### src/rtl/exec_sequencer.sv
// Execute/writeback sequencer wrapped around a 16x16 register file: reads two
// operands, computes an ALU or shift-add MUL result, and writes it back once.
module exec_sequencer #(
   parameter int DATA_W    = 16,
   parameter int ADDR_W    = 4,
   parameter int MUL_ITERS = 16
) (
   input  logic              clk,
   input  logic              reset,
   input  logic [15:0]       instr,
   input  logic              instrValid,
   output logic              instrReady,
   input  logic [DATA_W-1:0] outR0,
   input  logic [DATA_W-1:0] outR1,
   output logic [ADDR_W-1:0] rs,
   output logic [ADDR_W-1:0] rt,
   output logic [ADDR_W-1:0] rd1,
   output logic [DATA_W-1:0] writeData,
   output logic              regWrite,
   output logic              busy,
   output logic              done,
   output logic              zeroFlag
);

   localparam int CNT_W = $clog2(MUL_ITERS);
   localparam int SH_W  = $clog2(DATA_W);

   typedef enum logic [2:0] {S_IDLE, S_READ, S_EXEC, S_MUL, S_WB} state_t;

   state_t            state, state_nxt;
   logic [3:0]        op_q;
   logic [DATA_W-1:0] opa_p0, opb_p0;
   logic [DATA_W-1:0] acc, acc_nxt;
   logic [CNT_W-1:0]  cnt;
   logic              mul_last;

   function automatic logic [DATA_W-1:0] alu(input logic [3:0] op,
                                             input logic [DATA_W-1:0] a,
                                             input logic [DATA_W-1:0] b);
      logic [DATA_W-1:0] r;
      case (op)
         4'd0:    r = a + b;
         4'd1:    r = a - b;
         4'd2:    r = a & b;
         4'd3:    r = a | b;
         4'd4:    r = a ^ b;
         4'd5:    r = a << b[SH_W-1:0];
         4'd6:    r = a >> b[SH_W-1:0];
         default: r = '0;
      endcase
      return r;
   endfunction

   assign mul_last   = (cnt == CNT_W'(MUL_ITERS - 1));
   assign acc_nxt    = opb_p0[cnt] ? (acc + (opa_p0 << cnt)) : acc;
   assign instrReady = (state == S_IDLE);
   assign busy       = (state != S_IDLE);
   // Combinational from state so an async reset in WB drops the strobe at once.
   assign regWrite   = (state == S_WB);

   always_ff @(posedge clk or posedge reset) begin
      if (reset) state <= S_IDLE;
      else       state <= state_nxt;
   end

   always_comb begin
      state_nxt = state;
      case (state)
         S_IDLE:  if (instrValid) state_nxt = S_READ;
         S_READ:  state_nxt = S_EXEC;
         S_EXEC: begin
            if (op_q == 4'd7)  state_nxt = S_MUL;
            else if (op_q[3])  state_nxt = S_IDLE;
            else               state_nxt = S_WB;
         end
         S_MUL:   if (mul_last) state_nxt = S_WB;
         S_WB:    state_nxt = S_IDLE;
         default: state_nxt = S_IDLE;
      endcase
   end

   always_ff @(posedge clk or posedge reset) begin
      if (reset) begin
         op_q      <= '0;
         rs        <= '0;
         rt        <= '0;
         rd1       <= '0;
         opa_p0    <= '0;
         opb_p0    <= '0;
         acc       <= '0;
         cnt       <= '0;
         writeData <= '0;
         done      <= 1'b0;
         zeroFlag  <= 1'b0;
      end else begin
         done <= (state == S_WB) || ((state == S_EXEC) && op_q[3]);
         case (state)
            S_IDLE: begin
               if (instrValid) begin
                  op_q <= instr[15:12];
                  rd1  <= instr[11:8];
                  rs   <= instr[7:4];
                  rt   <= instr[3:0];
               end
            end
            // operand capture stage
            S_READ: begin
               opa_p0 <= outR0;
               opb_p0 <= outR1;
            end
            S_EXEC: begin
               if (op_q < 4'd7) writeData <= alu(op_q, opa_p0, opb_p0);
               acc <= '0;
               cnt <= '0;
            end
            // shift-add multiply: fixed MUL_ITERS cycles whatever the operands
            S_MUL: begin
               acc <= acc_nxt;
               cnt <= cnt + 1'b1;
               if (mul_last) writeData <= acc_nxt;
            end
            S_WB:    zeroFlag <= (writeData == '0);
            default: ;
         endcase
      end
   end

endmodule

### config.mk
export PLATFORM = sky130hd
export DESIGN_NAME = exec_sequencer
export DESIGN_NICKNAME = d
export VERILOG_FILES = /design/src/rtl/exec_sequencer.sv
export SDC_FILE = /design/constraint.sdc
export NUM_CORES = 1
export LEC_CHECK = 0
export ABC_AREA = 1
export ABC_CLOCK_PERIOD_IN_PS = 3300
export CAP_MARGIN = 10
export CORE_MARGIN = 5
export CORE_UTILIZATION = 45
export DETAILED_ROUTE_END_ITERATION = 8
export PLACE_DENSITY_LB_ADDON = 0.05
export REMOVE_ABC_BUFFERS = 1
export SKIP_LAST_GASP = 1
export SLEW_MARGIN = 20
export SYNTH_ARGS = -nofsm -noshare
export SYNTH_HDL_FRONTEND = slang
export SYNTH_SLANG_ARGS = --single-unit
### constraint.sdc
create_clock -name clk -period 3.3 [get_ports clk]
set_input_delay 0.495 -clock clk [delete_from_list [all_inputs] [get_ports clk]]
set_output_delay 0.495 -clock clk [all_outputs]
set_load 0.1 [all_outputs]
==> results.txt, run 1 <==
The H-tree was split into 3 levels. The final global-route overflow total was 0; the standard-cell row count was 50. Cells fill 55.0% of the core in the end. At the worst endpoint, the required time is 3.56 ns.

Averaged over all synthesized cells, the footprint is 6.53 um^2. The fill cell total of the finished layout is 1912, and the final critical-path share of the clock period is 93.0%. After detailed routing, the average wire length per cell comes to 18.7 um. Setup violations remaining at the end of the flow were counted as 0. Routability congestion estimate: 1.01. Synthesis handed over a netlist of 1324 instances. The library cells used most frequently in the layout, excluding fill and tap cells, are 391 x sky130_fd_sc_hd__nand2_1, 119 x sky130_fd_sc_hd__inv_1, 118 x sky130_fd_sc_hd__a21oi_1. The tool flagged a number of max-cap violations equal to 0. The post-DP HPWL is 25.0 mm, and the final layout net count is 1546.

For the number of global-route vias before repair, the log shows 8637. TritonCTS built the clock tree. Synthesis instantiated 58 different standard cells from the library.

Entering global routing, the biggest net connects 42 pins. Clock root buffer: sky130_fd_sc_hd__clkbuf_16. The tools report the number of warnings issued by yosys as 0. The worst slew margin relative to its limit was 33.9%. At the later pin of the worst-skew pair, clock insertion delay measures 0.37 ns.

In this run the remaining antenna-violating nets after routing total 0. The run finished with clean final reports. The synthesized netlist devotes 17.5% of its cell area to compound gates. The share of synthesized cell area in full adder, half adder and majority cells is 9.87%. The number of port buffers is 83. For the number of max-slew violations in the final report, the log shows 0.

The layout overhead on the synthesized area works out to 19.8%. STA puts the critical path data arrival time at 3.33 ns. The die extent in x is 149 um, and the number of antenna violations at the first check in global routing is 0. The run gives 49.1 mm as the wire length of the first global-routing pass. Of the post-synthesis cell area, the part taken by muxes is 1.68%. The tools report the netlist area before placement as 8640 um^2.

By area, the combinational part of the netlist is dominated by simple AND/OR/NAND/NOR gates. For the number of buffers created by CTS, the log shows 9. Setup repair after global routing could not meet its margin everywhere. The final routed wirelength across all metal layers came out at 31.6 mm. The final-report hold violation count was 0; the fraction of layout cells with a size suffix above 1 was 9.91%. The library cell used most frequently in the layout, excluding fill and tap cells, is sky130_fd_sc_hd__nand2_1. The total die area was 22100 um^2. The tools report the total number of clock tree sinks as 89. In this run the worst path has a maximum fanout of 10. Startpoint kind of the worst setup timing path: a register.

Area of the core region: 18800 um^2. The most instantiated flip-flop cell in the synthesis netlist was sky130_fd_sc_hd__dfrtp_1. The number of antenna diodes in the final layout is 0.

The tools report the global-route total usage across every layer as 28.7%. The first routing iteration left 978 violations. For the final database, setup skew stands at 0.0109 ns. The synthesized netlist devotes 32.7% of its cell area to simple gates. The critical setup path kind was register to register. The tools report the number of primary I/O pins as 84. The post-detailed-route DRC marker count is 0, and the number of flops mapped to enable cells by yosys is 0. Clock transition time at the flip-flop clock pins of the worst setup and hold paths: 0.08 ns. The sort of element at the end of the critical path is a register. Based on the critical path, the design can be clocked at up to 326 MHz.

The height of the die works out to 149 um. Maximum clock path buffer count: 2. The post-synthesis xor/xnor area fraction works out to 2.23%. Via total after detailed routing: 9282. The path class of the tightest hold or removal check is input port to asynchronous set/reset pin. For the starting density of the core, the log shows 45.9%. The first detailed-routing pass took 9 iterations. The post-route minimum period came out at 3.07 ns. The async set-reset flop share out of synthesis came out at 100%.

Sequential elements use 25.8% of the synthesized area. The count of state elements after synthesis is 89. The actual slew at the worst max-slew pin was 0.988 ns; the tightest hold margin was 0.495 ns. In the routed layout, each cell is associated on average with a via count of 5.48.
-- synthesized netlist by cell type, types with 2 or more instances --
cell type | number | area (um^2)
sky130_fd_sc_hd__a211oi_1 | 2 | 15.0
sky130_fd_sc_hd__a21o_1 | 2 | 15.0
sky130_fd_sc_hd__a21oi_1 | 122 | 611
sky130_fd_sc_hd__a31oi_1 | 4 | 25.0
sky130_fd_sc_hd__and3_1 | 2 | 12.5
sky130_fd_sc_hd__buf_1 | 2 | 7.51
sky130_fd_sc_hd__buf_2 | 19 | 95.1
sky130_fd_sc_hd__buf_4 | 4 | 30.0
sky130_fd_sc_hd__buf_6 | 12 | 135
sky130_fd_sc_hd__clkbuf_1 | 18 | 67.6
sky130_fd_sc_hd__clkbuf_8 | 2 | 27.5
sky130_fd_sc_hd__clkinv_2 | 2 | 10.0
sky130_fd_sc_hd__dfrtp_1 | 89 | 2230
sky130_fd_sc_hd__fa_1 | 2 | 40.0
sky130_fd_sc_hd__ha_1 | 65 | 813
sky130_fd_sc_hd__inv_1 | 120 | 450
sky130_fd_sc_hd__inv_2 | 7 | 26.3
sky130_fd_sc_hd__inv_4 | 2 | 12.5
sky130_fd_sc_hd__mux2_2 | 12 | 135
sky130_fd_sc_hd__nand2_1 | 392 | 1470
sky130_fd_sc_hd__nand2_2 | 2 | 12.5
sky130_fd_sc_hd__nand3_1 | 117 | 586
sky130_fd_sc_hd__nand3b_1 | 5 | 37.5
sky130_fd_sc_hd__nand4_1 | 8 | 50.1
sky130_fd_sc_hd__nand4_2 | 2 | 25.0
sky130_fd_sc_hd__nor2_1 | 113 | 424
sky130_fd_sc_hd__nor2_4 | 2 | 22.5
sky130_fd_sc_hd__nor3_1 | 6 | 30.0
sky130_fd_sc_hd__nor3_4 | 2 | 32.5
sky130_fd_sc_hd__nor4_1 | 4 | 25.0
sky130_fd_sc_hd__o2111ai_1 | 2 | 17.5
sky130_fd_sc_hd__o211ai_1 | 15 | 113
sky130_fd_sc_hd__o21a_1 | 8 | 60.1
sky130_fd_sc_hd__o21ai_0 | 95 | 475
sky130_fd_sc_hd__o21ai_1 | 14 | 70.1
sky130_fd_sc_hd__o21bai_1 | 2 | 15.0
sky130_fd_sc_hd__o22ai_1 | 3 | 18.8
sky130_fd_sc_hd__o31ai_1 | 3 | 22.5
sky130_fd_sc_hd__or2_2 | 2 | 12.5
sky130_fd_sc_hd__xnor2_1 | 3 | 26.3
sky130_fd_sc_hd__xor2_1 | 19 | 166
-- repair_timing --
| action | 4_1_cts | 5_1_grt |
|---|---|---|
| gates resized for setup | 0 | 22 |
| buffers inserted | 0 | 1 |
| hold buffers | 0 | 0 |
| setup endpoints to repair | 0 | 11 |
-- worst max-delay path, cell delays in order (launching register included) --
cell and delay, ns:
sky130_fd_sc_hd__dfrtp_2 0.49, sky130_fd_sc_hd__inv_8 0.14, sky130_fd_sc_hd__nand2_8 0.10, sky130_fd_sc_hd__clkinv_2 0.08, sky130_fd_sc_hd__nand4_4 0.10, sky130_fd_sc_hd__nor2_4 0.13
sky130_fd_sc_hd__nand4_2 0.12, sky130_fd_sc_hd__o31ai_1 0.26, sky130_fd_sc_hd__xor2_1 0.13, sky130_fd_sc_hd__ha_1 0.42, sky130_fd_sc_hd__nand2_1 0.16, sky130_fd_sc_hd__nor3_2 0.24
sky130_fd_sc_hd__nand2_1 0.07, sky130_fd_sc_hd__nand3_1 0.07, sky130_fd_sc_hd__nand2_1 0.05, sky130_fd_sc_hd__nand3_1 0.08, sky130_fd_sc_hd__nand2_1 0.08, sky130_fd_sc_hd__nand2_1 0.08
sky130_fd_sc_hd__nand2_1 0.06, sky130_fd_sc_hd__nand2_1 0.06, sky130_fd_sc_hd__nand2_1 0.05
-- metrics by stage --
stage               setup WS [ns]  cells  area, um^2  setup TNS (ns)
floorplan                  -0.280   1267        8280           -1.26
global placement            0.143   1676        9960               0
detailed placement         0.0455   1676        9960               0
CTS                        0.0338   1692       10300               0
global route              -0.0292   1693       10400         -0.0470
finish                      0.230   1693       10400               0
-- cell families (layout without fill, tap and decap cells) --
logic type	after synthesis	after routing
compound gates	278	278
mux	13	13
flops	89	89
simple gates	664	664
xor+xnor	22	22
fa+ha+maj	67	67
buf+inv	191	300
-- per-layer routing --
metal / global-route usage [%] / routed length (um)
met5: 0 / 0
met2: 41.6 / 13200
met4: 10.0 / 1130
met1: 41.6 / 14500
met3: 6.64 / 2890
-- area by class of cell --
cell class / count / area, um^2 / area share (%)
repair buffers: 150 / 1350 / 13.1
inverters: 134 / 526 / 5.08
clock buffers: 9 / 225 / 2.18
flip-flops and latches: 89 / 2230 / 21.5
multi-input cells: 1044 / 5600 / 54.0
well taps: 260 / 325 / 3.14
clock inverters: 7 / 101 / 0.979
-- worst paths after layout --
kind,startpoint,to,depth (start not counted),slack (ns)
worst max-delay path,opb_p0[3],writeData[15],20,0.23
worst min-delay path,reset,zeroFlag,2,0.50
worst max register to register,opb_p0[3],writeData[15],20,0.23
worst min register to register,zeroFlag,zeroFlag,1,0.50
max in group asynchronous,reset,opb_p0[3],3,2.10
min in group clk,zeroFlag,zeroFlag,1,0.50
-- registers in the layout, indices dropped and copies added, names as in the netlist, 3 cells and up --
| name | cells |
|---|---|
| opb_p0 | 16 |
| writeData | 16 |
| opa_p0 | 16 |
| state | 3 |
| rs | 4 |
| rd1 | 4 |
| acc | 16 |
| cnt | 4 |
| op_q | 4 |
| rt | 4 |
Power of run 1 is not shown: default switching activity piles up to over one toggle a cycle in this logic, so the estimate is an artifact.
==> run 2, diff against run 1 <==
--- a/config.mk
+++ b/config.mk
@@ -11,7 +11,9 @@
 export CORE_MARGIN = 5
 export CORE_UTILIZATION = 45
 export DETAILED_ROUTE_END_ITERATION = 8
+export MAX_ROUTING_LAYER = met4
 export PLACE_DENSITY_LB_ADDON = 0.05
+export RECOVER_POWER = 25
 export REMOVE_ABC_BUFFERS = 1
 export SKIP_LAST_GASP = 1
 export SLEW_MARGIN = 20
==> run 2 against run 1 <==
The run now ends with capacitance limit, slew limit left. Cell area up 0.93%. Utilization up 0.51 points. Routed wire length down 0.42%. First-iteration DRC count down 2.1%. Non-clock buffer count up 10. Worst setup slack worse by 0.076 ns. Hold slack better by 0.0069 ns. Clock skew up 0.0020 ns. Sequential cell count unchanged. Register-to-register slack worse by 0.08 ns. Die area unchanged. Critical path type unchanged. Highest routed layer unchanged.
==> results.txt, run 2 (synthesis gave the netlist of run 1 again) <==
The final global-route overflow total came out at 0 (unchanged). The final reports fail on capacitance limit, slew limit. The signal on the critical path passes through buf_12, buf_4, nand2_1, nand3_1, nand2_1, nand2_1, o21ai_0, buf_4, nor2_1, ha_1, a21oi_1, a21oi_1, o31ai_1, nand2_1, nand2_1, nand2_1.

The number of buffers added to fix hold violations after cts is 0 (unchanged). The run gives 55.5% (+0.51 points) as the final design utilization. In this run the critical register-to-register path is launched from cnt[0]. The number of endpoints failing setup at the final stage was 0 (unchanged); the pin count of the biggest net entering global routing was 44 (+4.8%). The run gives 31.5 mm (-0.42%) as the final routed wirelength across all metal layers. Setup repair after global routing could not meet its margin everywhere. The min-delay analysis places its worst path in the category register to register. The clock transition time at the flip-flop clock pins of the worst setup and hold paths is 0.07 ns (about the same).

The fill cell total of the finished layout is 1924 (+0.63%). Leaving out fill and tap cells, the most frequent cells in the layout are 390 x sky130_fd_sc_hd__nand2_1, 119 x sky130_fd_sc_hd__inv_1, 118 x sky130_fd_sc_hd__a21oi_1. The tree is rooted in a sky130_fd_sc_hd__clkbuf_16.

The startpoint kind of the worst setup timing path was a register. The number of primary I/O pins is 84 (unchanged), and the detail-routed via count per cell is 5.53 (+0.83%). The total die area was 22100 um^2 (unchanged); the data arrival time of the critical path was 3.40 ns (+0.07 ns).

TritonCTS built the clock tree. The wire length of the first global-routing pass was 48.9 mm (-0.39%); the max-capacitance violation count was 1 (+1). Critical path startpoint: cnt[0]. The worst slew margin relative to its limit was -37.8% (-72 points). The tools report the fmax as 318 MHz (-2.4%). The run gives 3.55 ns (about the same) as the worst endpoint required time. The cell total after placement was 1684 (+0.48%); the final critical-path share of the clock period was 95.3% (+2.3 points).

The run gives 1.07 (+5.7%) as the routability congestion estimate. The tools report the area of the core region as 18800 um^2 (unchanged). The post-DP HPWL is 24.9 mm (-0.38%), and the number of buffers created by CTS is 9 (unchanged).

The run gives 45.9% (unchanged) as the starting density of the core. The run gives 3 (unchanged) as the number of levels the H-tree was split into. The run gives 0.0128 ns (+0.00197 ns) as the post-route clock skew. The number of port buffers works out to 83 (unchanged). The run gives 89 (unchanged) as the total number of clock tree sinks. The initial DRC count was 957 (-2.1%).

The height of the die was 149 um (unchanged). The run gives 50 (unchanged) as the standard-cell row count. The final layout net count was 1556 (+0.65%).

The number of antenna violations at the first check in global routing is 0 (unchanged), and the tightest hold margin is 0.502 ns (+0.00691 ns). The post-route minimum period works out to 3.15 ns (+0.0758 ns). For the number of max-slew violations in the final report, the log shows 44 (+44). The slowest stage of the critical path is the sky130_fd_sc_hd__o31ai_1 cell.

Clock insertion delay at the later pin of the skew report: 0.37 ns (about the same). The critical-path maximum fanout was 15 (+5); the global-route total usage across every layer was 29.2% (+0.59 points). The average wire per cell in the routed design works out to 18.5 um (-1.0%).

The die extent in x works out to 149 um (unchanged). The run gives 1703 (+0.59%) as the number of standard cells in the final layout excluding fillers. Critical setup path kind: register to register. The antenna cell count is 0 (unchanged), and the total iterations of the first detailed-routing run is 5 (-4). The startpoint identified for the worst hold timing path is zeroFlag. For the final-report hold violation count, the log shows 0 (unchanged). Most repeated library cell on the critical path: sky130_fd_sc_hd__nand2_1.

The actual slew at the worst max-slew pin works out to 2.06 ns (+1.07 ns). The via total after detailed routing was 9414 (+1.4%). The fraction of layout cells with a size suffix above 1 was 10.8% (+0.90 points); the antenna violation net count after detailed routing was 0 (unchanged). The tools report the post-detailed-route DRC marker count as 0 (unchanged). The longest individual stage delay on the worst path was 0.56 ns (+0.07 ns); the layout overhead on the synthesized area was 20.9%.

The run finished, with violations left. The run gives 8668 (+0.36%) as the number of global-route vias before repair. The maximum clock path buffer count was 2 (unchanged).

The library cell used most frequently in the layout, excluding fill and tap cells, is sky130_fd_sc_hd__nand2_1. The sort of element at the end of the critical path is a register.
run 2: cell types whose count changed in the layout (fill, tap and decap cells not counted), sizes merged:
cell	change
buf	+9
clkbuf	+2
clkdlybuf4s50	-1
clkinv	-1
dlygate4sd3	+1
run 2: what timing repair did:
action	CTS	global route
endpoints found under the hold margin	0	0
buffers inserted	0	3
resized for setup	0	27
setup endpoints to repair	0	7
run 2: path summary, 6_finish.rpt:
path / end / cells past startpoint / slack (ns)
max: writeData[6] / 16 / 0.15
min: zeroFlag / 1 / 0.50
max reg2reg: writeData[6] / 16 / 0.15
min reg2reg: zeroFlag / 1 / 0.50
max in group asynchronous: opa_p0[11] / 3 / 0.67
min in group asynchronous: writeData[13] / 2 / 1.11
run 2: per-layer routing:
| layer | global-route usage [%] | vias up | routed length, um | part of all wire (%) |
|---|---|---|---|---|
| met5 | - | - | 0 | 0 |
| met4 | 11.1 | 0 | 1280 | 4.1 |
| met3 | 5.36 | 75 | 2780 | 8.8 |
| met2 | 41.2 | 403 | 13000 | 41 |
| met1 | 41.5 | 4335 | 14400 | 46 |
| li1 | - | 4601 | - | - |
run 2: metrics by stage:
| step | area (um^2) | setup WS, ns | TNS [ns] |
|---|---|---|---|
| after global routing | 10400 | -0.0363 | -0.0593 |
| after global placement | 10000 | 0.165 | 0 |
| final | 10400 | 0.155 | 0 |
| after detailed placement | 10000 | 0.139 | 0 |
| after floorplan | 8280 | -0.280 | -1.26 |
| after CTS | 10400 | 0.112 | 0 |
run 2: critical path: cells and delay by family (launching register included):
family | cells | cell delay, ns
flip-flops | 1 | 0.41
buffers and inverters | 3 | 0.48
AND/OR/NAND/NOR | 8 | 0.64
AO/OA/AOI/OAI | 4 | 1.16
adder cells (fa/ha/maj) | 1 | 0.35
run 2: cell type report:
type	instances	area (um^2)	area share, %
clock buffers	10	239	2.29
inverters	134	524	5.02
multi-input cells	1044	5610	53.7
repair buffers	160	1440	13.7
well taps	260	325	3.11
clock inverters	6	83.8	0.802
flip-flops and latches	89	2230	21.3
Power of run 2 is left out for the same reason.
